### config.mk
export PLATFORM = sky130hd
export DESIGN_NAME = ibex_rf_l2_port_sched
export DESIGN_NICKNAME = d
export VERILOG_FILES = /design/src/rtl/ibex_rf_l2_port_sched.sv
export SDC_FILE = /design/constraint.sdc
export NUM_CORES = 1
export LEC_CHECK = 0
export CAP_MARGIN = 20
export CORE_ASPECT_RATIO = 0.7
export CORE_MARGIN = 2
export CORE_UTILIZATION = 55
export CTS_CLUSTER_DIAMETER = 50
export DETAILED_ROUTE_END_ITERATION = 10
export DONT_BUFFER_PORTS = 1
export PLACE_DENSITY_LB_ADDON = 0.3
export REMOVE_ABC_BUFFERS = 1
export SETUP_SLACK_MARGIN = 0.15
export SLEW_MARGIN = 25
export SYNTH_ARGS = -nofsm -noshare
export SYNTH_HDL_FRONTEND = slang
export SYNTH_SLANG_ARGS = --single-unit
### constraint.sdc
create_clock -name clk_i -period 5.9 [get_ports clk_i]
set_input_delay 1.18 -clock clk_i [delete_from_list [all_inputs] [get_ports clk_i]]
set_output_delay 1.18 -clock clk_i [all_outputs]
set_load 0.02 [all_outputs]
### src/rtl/ibex_rf_l2_port_sched.sv
// Port scheduler for the 2-port 32x32 L2 register SRAM behind the L1 register cache.
// Arbitrates A/B miss fills and posted writebacks, with read-after-write forwarding.
module ibex_rf_l2_port_sched #(
  parameter int unsigned DataWidth = 32,
  parameter int unsigned WbDepth   = 2
) (
  input  logic                           clk_i,
  input  logic                           rst_i,
  input  logic                           rd_a_req_i,
  input  logic [4:0]                     rd_a_addr_i,
  output logic                           rd_a_gnt_o,
  output logic                           rd_a_rvalid_o,
  output logic [DataWidth-1:0]           rd_a_rdata_o,
  input  logic                           rd_b_req_i,
  input  logic [4:0]                     rd_b_addr_i,
  output logic                           rd_b_gnt_o,
  output logic                           rd_b_rvalid_o,
  output logic [DataWidth-1:0]           rd_b_rdata_o,
  input  logic                           wr_req_i,
  input  logic [4:0]                     wr_addr_i,
  input  logic [DataWidth-1:0]           wr_data_i,
  output logic                           wr_gnt_o,
  output logic [4:0]                     sram_a1_o,
  output logic [4:0]                     sram_a2_o,
  output logic                           sram_web2_o,
  output logic [DataWidth-1:0]           sram_i2_o,
  input  logic [DataWidth-1:0]           sram_o1_i,
  input  logic [DataWidth-1:0]           sram_o2_i,
  output logic                           stall_o,
  output logic [$clog2(WbDepth+1)-1:0]   wb_count_o
);

  localparam int unsigned AddrW = 5;
  localparam int unsigned CntW  = $clog2(WbDepth + 1);
  localparam int unsigned NRd   = 2;

  typedef enum logic [1:0] {
    SelZero,
    SelFwd,
    SelP1,
    SelP2
  } rsel_e;

  // Write buffer: entry 0 is the oldest, entries [0, count_q) are valid
  logic [AddrW-1:0]     wb_addr_q [WbDepth];
  logic [DataWidth-1:0] wb_data_q [WbDepth];
  logic [CntW-1:0]      count_q;
  logic [CntW-1:0]      push_idx;

  logic wb_full, wb_nonempty, force_drain, opp_drain, drain;
  logic wr_req, wr_gnt, wr_push;
  logic b_on_p1, b_on_p2;

  logic [NRd-1:0]       rd_req, rd_zero, rd_fwd, rd_sram, rd_gnt;
  logic [AddrW-1:0]     rd_addr  [NRd];
  logic [DataWidth-1:0] fwd_data [NRd];
  rsel_e                sel_d    [NRd];

  logic                 buf_hit, new_hit;
  logic [DataWidth-1:0] buf_data;

  logic [NRd-1:0]       rvalid_q;
  rsel_e                sel_q    [NRd];
  logic [DataWidth-1:0] fwd_q    [NRd];
  logic [DataWidth-1:0] hold_q   [NRd];
  logic [DataWidth-1:0] rdata    [NRd];

  // Reset masks every request so grants, drains and stall stay quiet
  assign rd_req      = {rd_b_req_i, rd_a_req_i} & {NRd{~rst_i}};
  assign rd_addr[0]  = rd_a_addr_i;
  assign rd_addr[1]  = rd_b_addr_i;
  assign wr_req      = wr_req_i & ~rst_i;
  assign wb_full     = ~rst_i & (count_q == CntW'(WbDepth));
  assign wb_nonempty = ~rst_i & (count_q != '0);
  assign force_drain = wb_full;
  assign wr_gnt      = wr_req & (~wb_full | force_drain);
  assign wr_push     = wr_gnt & (wr_addr_i != '0);

  // Read classification: zero hit, incoming-write forward, buffer forward, SRAM
  always_comb begin
    rd_zero  = '0;
    rd_fwd   = '0;
    rd_sram  = '0;
    buf_hit  = 1'b0;
    new_hit  = 1'b0;
    buf_data = '0;
    for (int unsigned p = 0; p < NRd; p++) begin
      fwd_data[p] = '0;
    end
    for (int unsigned p = 0; p < NRd; p++) begin
      buf_hit  = 1'b0;
      buf_data = '0;
      for (int unsigned j = 0; j < WbDepth; j++) begin
        if ((CntW'(j) < count_q) && (wb_addr_q[j] == rd_addr[p])) begin
          buf_hit  = 1'b1;
          buf_data = wb_data_q[j];
        end
      end
      new_hit     = wr_gnt & (wr_addr_i == rd_addr[p]);
      rd_zero[p]  = rd_req[p] & (rd_addr[p] == '0);
      rd_fwd[p]   = rd_req[p] & ~rd_zero[p] & (new_hit | buf_hit);
      rd_sram[p]  = rd_req[p] & ~rd_zero[p] & ~new_hit & ~buf_hit;
      fwd_data[p] = new_hit ? wr_data_i : buf_data;
    end
  end

  assign b_on_p1   = rd_sram[1] & ~rd_sram[0];
  assign b_on_p2   = rd_sram[1] & rd_sram[0] & ~force_drain;
  assign opp_drain = ~force_drain & wb_nonempty & ~b_on_p2;
  assign drain     = force_drain | opp_drain;
  assign rd_gnt[0] = rd_req[0];
  assign rd_gnt[1] = rd_req[1] & ~(rd_sram[1] & rd_sram[0] & force_drain);
  assign push_idx  = count_q - CntW'(drain);

  // Response source for each port, latched at grant
  always_comb begin
    for (int unsigned p = 0; p < NRd; p++) begin
      sel_d[p] = SelP2;
      if (rd_zero[p])                 sel_d[p] = SelZero;
      else if (rd_fwd[p])             sel_d[p] = SelFwd;
      else if ((p == 0) || b_on_p1)   sel_d[p] = SelP1;
    end
  end

  always_comb begin
    for (int unsigned p = 0; p < NRd; p++) begin
      rdata[p] = hold_q[p];
      if (rvalid_q[p]) begin
        case (sel_q[p])
          SelZero: rdata[p] = '0;
          SelFwd:  rdata[p] = fwd_q[p];
          SelP1:   rdata[p] = sram_o1_i;
          SelP2:   rdata[p] = sram_o2_i;
          default: rdata[p] = '0;
        endcase
      end
    end
  end

  always_ff @(posedge clk_i) begin
    if (rst_i) begin
      count_q  <= '0;
      rvalid_q <= '0;
      for (int unsigned p = 0; p < NRd; p++) begin
        sel_q[p]  <= SelZero;
        fwd_q[p]  <= '0;
        hold_q[p] <= '0;
      end
    end else begin
      count_q  <= count_q + CntW'(wr_push) - CntW'(drain);
      rvalid_q <= rd_gnt;
      for (int unsigned p = 0; p < NRd; p++) begin
        hold_q[p] <= rdata[p];
        if (rd_gnt[p]) begin
          sel_q[p] <= sel_d[p];
          fwd_q[p] <= fwd_data[p];
        end
      end
    end
  end

  // FIFO storage; a push into the slot vacated by a pop overrides the shift
  always_ff @(posedge clk_i) begin
    if (drain) begin
      for (int unsigned j = 0; j + 1 < WbDepth; j++) begin
        wb_addr_q[j] <= wb_addr_q[j+1];
        wb_data_q[j] <= wb_data_q[j+1];
      end
    end
    if (wr_push) begin
      for (int unsigned j = 0; j < WbDepth; j++) begin
        if (CntW'(j) == push_idx) begin
          wb_addr_q[j] <= wr_addr_i;
          wb_data_q[j] <= wr_data_i;
        end
      end
    end
  end

  assign rd_a_gnt_o    = rd_gnt[0];
  assign rd_b_gnt_o    = rd_gnt[1];
  assign wr_gnt_o      = wr_gnt;
  assign rd_a_rvalid_o = rvalid_q[0];
  assign rd_b_rvalid_o = rvalid_q[1];
  assign rd_a_rdata_o  = rdata[0];
  assign rd_b_rdata_o  = rdata[1];
  assign sram_a1_o     = rd_sram[0] ? rd_addr[0] : (b_on_p1 ? rd_addr[1] : '0);
  assign sram_a2_o     = drain ? wb_addr_q[0] : (b_on_p2 ? rd_addr[1] : '0);
  assign sram_web2_o   = ~drain;
  assign sram_i2_o     = drain ? wb_data_q[0] : '0;
  assign stall_o       = (|(rd_req & ~rd_gnt)) | (wr_req & ~wr_gnt);
  assign wb_count_o    = count_q;

endmodule

---- Word-level counts from Yosys, hierarchy flattened ----
Memory sizes are Yosys's and may differ from the RTL's.
Index checks and enable logic that the tools add are counted.
word-level totals
  output and inout bits ................... 115
  bits in registers ....................... 4
  RAM bits ................................ 206
  input port bits ......................... 116
  memories kept ........................... 5
cells by class
  mux-type cells .......................... 49
  magnitude comparators ................... 2
  bitwise operators ....................... 49
  reductions and logical operators ........ 12
  eq/ne operators ......................... 14
  add/sub/neg operators ................... 3
memories
  name       words  width  read ports  clocked after Yosys merged registers in  write ports  line  source
  fwd_q      2      32     2           0                                        2            64    logic [DataWidth-1:0] fwd_q [NRd];
  hold_q     2      32     2           0                                        2            65    logic [DataWidth-1:0] hold_q [NRd];
  wb_data_q  2      32     2           0                                        2            46    logic [DataWidth-1:0] wb_data_q [WbDepth];
  wb_addr_q  2      5      2           0                                        2            45    logic [AddrW-1:0] wb_addr_q [WbDepth];
  sel_q      2      2      2           0                                        2            63    rsel_e sel_q [NRd];
operators with widths
  operator              count
  $mux W32              14
  $pmux W32 S4          2
  $eq A5 B5 Y1          6
  $mux W5               5
  $and A1 B1 Y1         23
  $mux W1               22
  $mux W2               6
  $not A1 Y1            12
  $or A1 B1 Y1          11
  $eq A2 B2 Y1 const B  5
  $logic_not A5 Y1      2
  $logic_not A2 Y1      3
  $reduce_bool A5 Y1    1
  $and A2 B2 Y2         2
  $eq A2 B1 Y1 const B  2
  $logic_and A1 B1 Y1   4
  $lt A1 B2 Y1 const A  2
  $sub A2 B1 Y2         2
  $add A2 B1 Y2         1
  $eq A1 B2 Y1 const A  1
  $not A2 Y2            1
  $reduce_bool A2 Y1    1
  $reduce_or A2 Y1      1

---- Depth between registers and ports, before layout ----
  depth in word-level cells ............... 18
  gate-level depth with buffers ........... 12

---- Least setup slack after synthesis ----
OpenSTA, ideal clock, no wires.
  path type ............................... input-to-reg
  start point ............................. input port rd_a_req_i
  end point ............................... memory wb_addr_q[1][0], in the netlist wb_addr_q[0][5] (enable)
  stages on the path ...................... 7
  path slack .............................. -0.198 ns
  arrival time ............................ 5.620 ns
  cells stage by stage .................... nor2b_1 > o21ai_0 > nand4bb_4 > o31a_2 > buf_2 > ha_1 > nor3_1
RTL lines
  item                line  source
  start: declaration  9     input logic rd_a_req_i,
  end: declaration    45

---- Final worst setup path ----
  start point ............................. input port wr_addr_i[2]
  end point ............................... output port sram_a2_o[1]
between the ends
  word-level cells in the longest chain between the ends .. 11
  elaborated cells on any way between the ends .. 17
  classes of those cells .................. eq/ne: 2; mux: 2; bitwise: 13
ends and longest elaborated chain
  item                           line  source
  start: declaration             20    input logic [4:0] wr_addr_i,
  $eq A5 B5 Y1                   99    new_hit = wr_gnt & (wr_addr_i == rd_addr[p]);
  $and A1 B1 Y1                  99
  $not A1 Y1                     102   rd_sram[p] = rd_req[p] & ~rd_zero[p] & ~new_hit & ~buf_hit;
  $and A1 B1 Y1 (2 in series)    102
  $and A1 B1 Y1 * (2 in series)  108   assign b_on_p2 = rd_sram[1] & rd_sram[0] & ~force_drain;
  $not A1 Y1                     109   assign opp_drain = ~force_drain & wb_nonempty & ~b_on_p2;
  $and A1 B1 Y1                  109
  $or A1 B1 Y1                   110   assign drain = force_drain | opp_drain;
  $mux W5 *                      188   assign sram_a2_o = drain ? wb_addr_q[0] : (b_on_p2 ? rd_addr[1] : '0);
  end: declaration               24    output logic [4:0] sram_a2_o,
Mark *: on every way between the ends. The rest lies on a longest branch, timed or not.

==> impl_metrics.toml <==
[clock_network]
cts_buffer_depth = 3
cts_inserted_buffers = 23
htreeDepth = 1
root_buffer = "clkbuf_16"
path_clk_slew_ns = 0.06
worstSkewPairLatency_ns = 0.51
cts_sinks = 210
tritoncts = "built"
cts_hold_buf = 0
cts.repair.resized = 0
post_cts_buffers = 0

[worst_hold_path]
hp-start = "wb_data_q[0][46]$_DFFE_PP_"
hold_end = "wb_data_q[0][14]$_DFFE_PP_"
worstHoldPathCells = 1
hold_path_class = "reg2reg"

[place]
portBuffers = 0
place_hpwl_um = 18500
post_dp_cell_area_um2 = 11100
dp_slack_ns = 0.834
place_inst = 1188
gp_congestion = 0.929

[worst_setup_path]
timing.rr.start = "wb_addr_q[0][5]$_DFFE_PP_"
worstPathArrival_ns = 3.72
critPathCaptureType = "output port"
cp.required_ns = 4.72
r2r-end = "wb_data_q[0][24]$_DFFE_PP_"
crit_fanout = 41
start_kind = "input port"
r2r_cells = 9
path_class = "in2out"
rrSetupSlack_ns = 1.90

[cells_and_area]
finalNonFillerCells = 1233
utilization = 0.604
mostFrequentLayoutCells = "edfxtp_1 (142), nor2_1 (140), mux2_2 (101), a22oi_1 (81), nor2b_1 (68)"
drive_above_1_share = 0.175
fin_nets = 1065
postLayoutCellArea_um2 = 11900
syn_to_final_growth_pct = 8.46
diodes = 0
mostFrequentLayoutCell = "edfxtp_1"

[detailed_routing]
dr_total_vias = 7793
routed_wl_um = 29600
viasPerCell = 6.32
wl_per_cell_um = 24.0
drt_pass1_iterations = 5
drc = 0
first_iter_violations = 743
ant_nets = 0

[sta]
fin_tns_setup_ns = 0
worst_slack_ns = 0.998
slew_headroom = 0.318
period_needed_ns = 4.90
fmax_mhz = 204
slew_viol_final = 0
setup_viol = 0
hold_viol = 0
worst_slew_pin_slew_ns = 1.02
clock_skew_ns = 0.0170
layout_worst_path_cycle_share = 0.831
fin_hold_ws_ns = 0.607
rsz0062_at_grt = "false"

[grt]
antenna_found_initial = 0
grt_pass1_wl_um = 44700
overflow = 0
grt_start_max_net_pins = 76
grt_use_total = 0.273
grt_pass1_vias = 7590

[power]
total_power_mw = 4.37
p_leak_nw = 4.12
peakVddDrop_v = 0.000273
p_per_area_nw_per_um2 = 368

[floorplanning]
die_w_um = 173
coreArea_um2 = 19600
die_area_um2 = 21100
fp.dieH_um = 122
boundaryPins = 231
row_count = 43
initial_core_util = 0.557

[logic_synthesis]
synth_edf_count = 142
syn_area_per_cell_um2 = 11.1
synthFlopType = "edfxtp_1"
async_reset_ff_frac = 0
postSynthCellCount = 990
synth.cell_area_um2 = 10900
ys_seq_area_frac = 0.514
yosys_warnings = 0
ys_types = 44
synth_seq_cells = 210

[run]
cap_violations = 0

[outcome]
status = "finished clean"
layer usage:
metal / up-vias / GRT usage / part of all wire
li1: 3576 / - / -
met1: 3770 / 0.369 / 0.44
met2: 404 / 0.436 / 0.45
met3: 43 / 0.0811 / 0.099
met4: 0 / 0.0657 / 0.017
met5: - / 0 / 0
how the worst max path moves through the flow:
stage	slack (ns)	cells after the start	startpoint	endpoint
2_1_floorplan	-1.23	7	wr_addr_i[2]	wb_addr_q[0][5]$_DFFE_PP_
3_3_place_gp	0.88	9	wr_addr_i[2]	wb_data_q[0][10]$_DFFE_PP_
3_5_place_dp	0.83	9	wr_addr_i[2]	wb_data_q[0][18]$_DFFE_PP_
4_1_cts	0.99	6	wr_addr_i[2]	sram_a2_o[2]
5_1_grt	0.78	6	wr_addr_i[2]	sram_a2_o[2]
6_report	1.0	6	wr_addr_i[2]	sram_a2_o[1]
cell type report:
cell class / instances / area, um^2
Multi-Input combinational cell: 689 / 4980
Inverter: 3 / 11.3
Timing Repair Buffer: 19 / 215
Tap cell: 270 / 338
Clock inverter: 6 / 35.0
Clock buffer: 36 / 654
Sequential cell: 210 / 5630
Fill cell: 1582 / 7770
worst max-delay path: stages:
cell and delay [ns]:
xor2_1 0.14, nor4_1 0.50, nand3_4 0.46, nand4bb_4 0.28, o31a_2 0.74, a22o_1 0.40
cell families after synthesis:
group,share of synthesized area
multiplexers,0.147
flip-flops,0.514
adder cells (fa/ha/maj),0.00343
AND/OR/NAND/NOR,0.129
XOR/XNOR,0.0264
AO/OA/AOI/OAI,0.144
buffers and inverters,0.0361
cells in the mapped netlist, types with 2 or more instances:
library cell / number / area [um^2]
inv_1: 3 / 11.3
mux2_2: 101 / 1140
o21ai_0: 2 / 10.0
o21ai_1: 2 / 10.0
nor4_1: 5 / 31.3
a2bb2oi_1: 20 / 175
nand2_1: 4 / 15.0
xnor2_1: 9 / 78.8
or4_1: 3 / 22.5
a22oi_1: 81 / 608
ha_1: 3 / 37.5
dfxtp_1: 68 / 1360
buf_6: 2 / 22.5
buf_4: 5 / 37.5
a21oi_1: 64 / 320
buf_1: 4 / 15.0
nor3_1: 2 / 10.0
a211oi_1: 45 / 338
mux2i_1: 47 / 470
clkbuf_1: 61 / 229
nor2_1: 142 / 533
clkbuf_2: 3 / 15.0
nand3_1: 3 / 15.0
edfxtp_1: 142 / 4260
xor2_1: 24 / 210
buf_2: 13 / 65.1
nor2b_1: 70 / 438
and3_1: 3 / 18.8
nand2b_1: 3 / 18.8
and2_1: 33 / 206
a22o_1: 10 / 87.6
sequential cells by signal, summed over array words and instances, names as in the netlist:
name / flops
fwd_q: 64
hold_q: 64
rvalid_q: 2
sel_q: 4
wb_addr_q: 10
wb_count_o: 2
wb_data_q: 64
power by group:
part / total (mW) / switching (mW) / internal, mW / leakage (nW)
registers: 2.02 / 0.177 / 1.84 / 2.00
clock network: 1.32 / 0.562 / 0.763 / 0.337
logic: 1.03 / 0.637 / 0.392 / 1.79
total: 4.37 / 1.38 / 3.00 / 4.12
(Power assumes the default switching activity.)
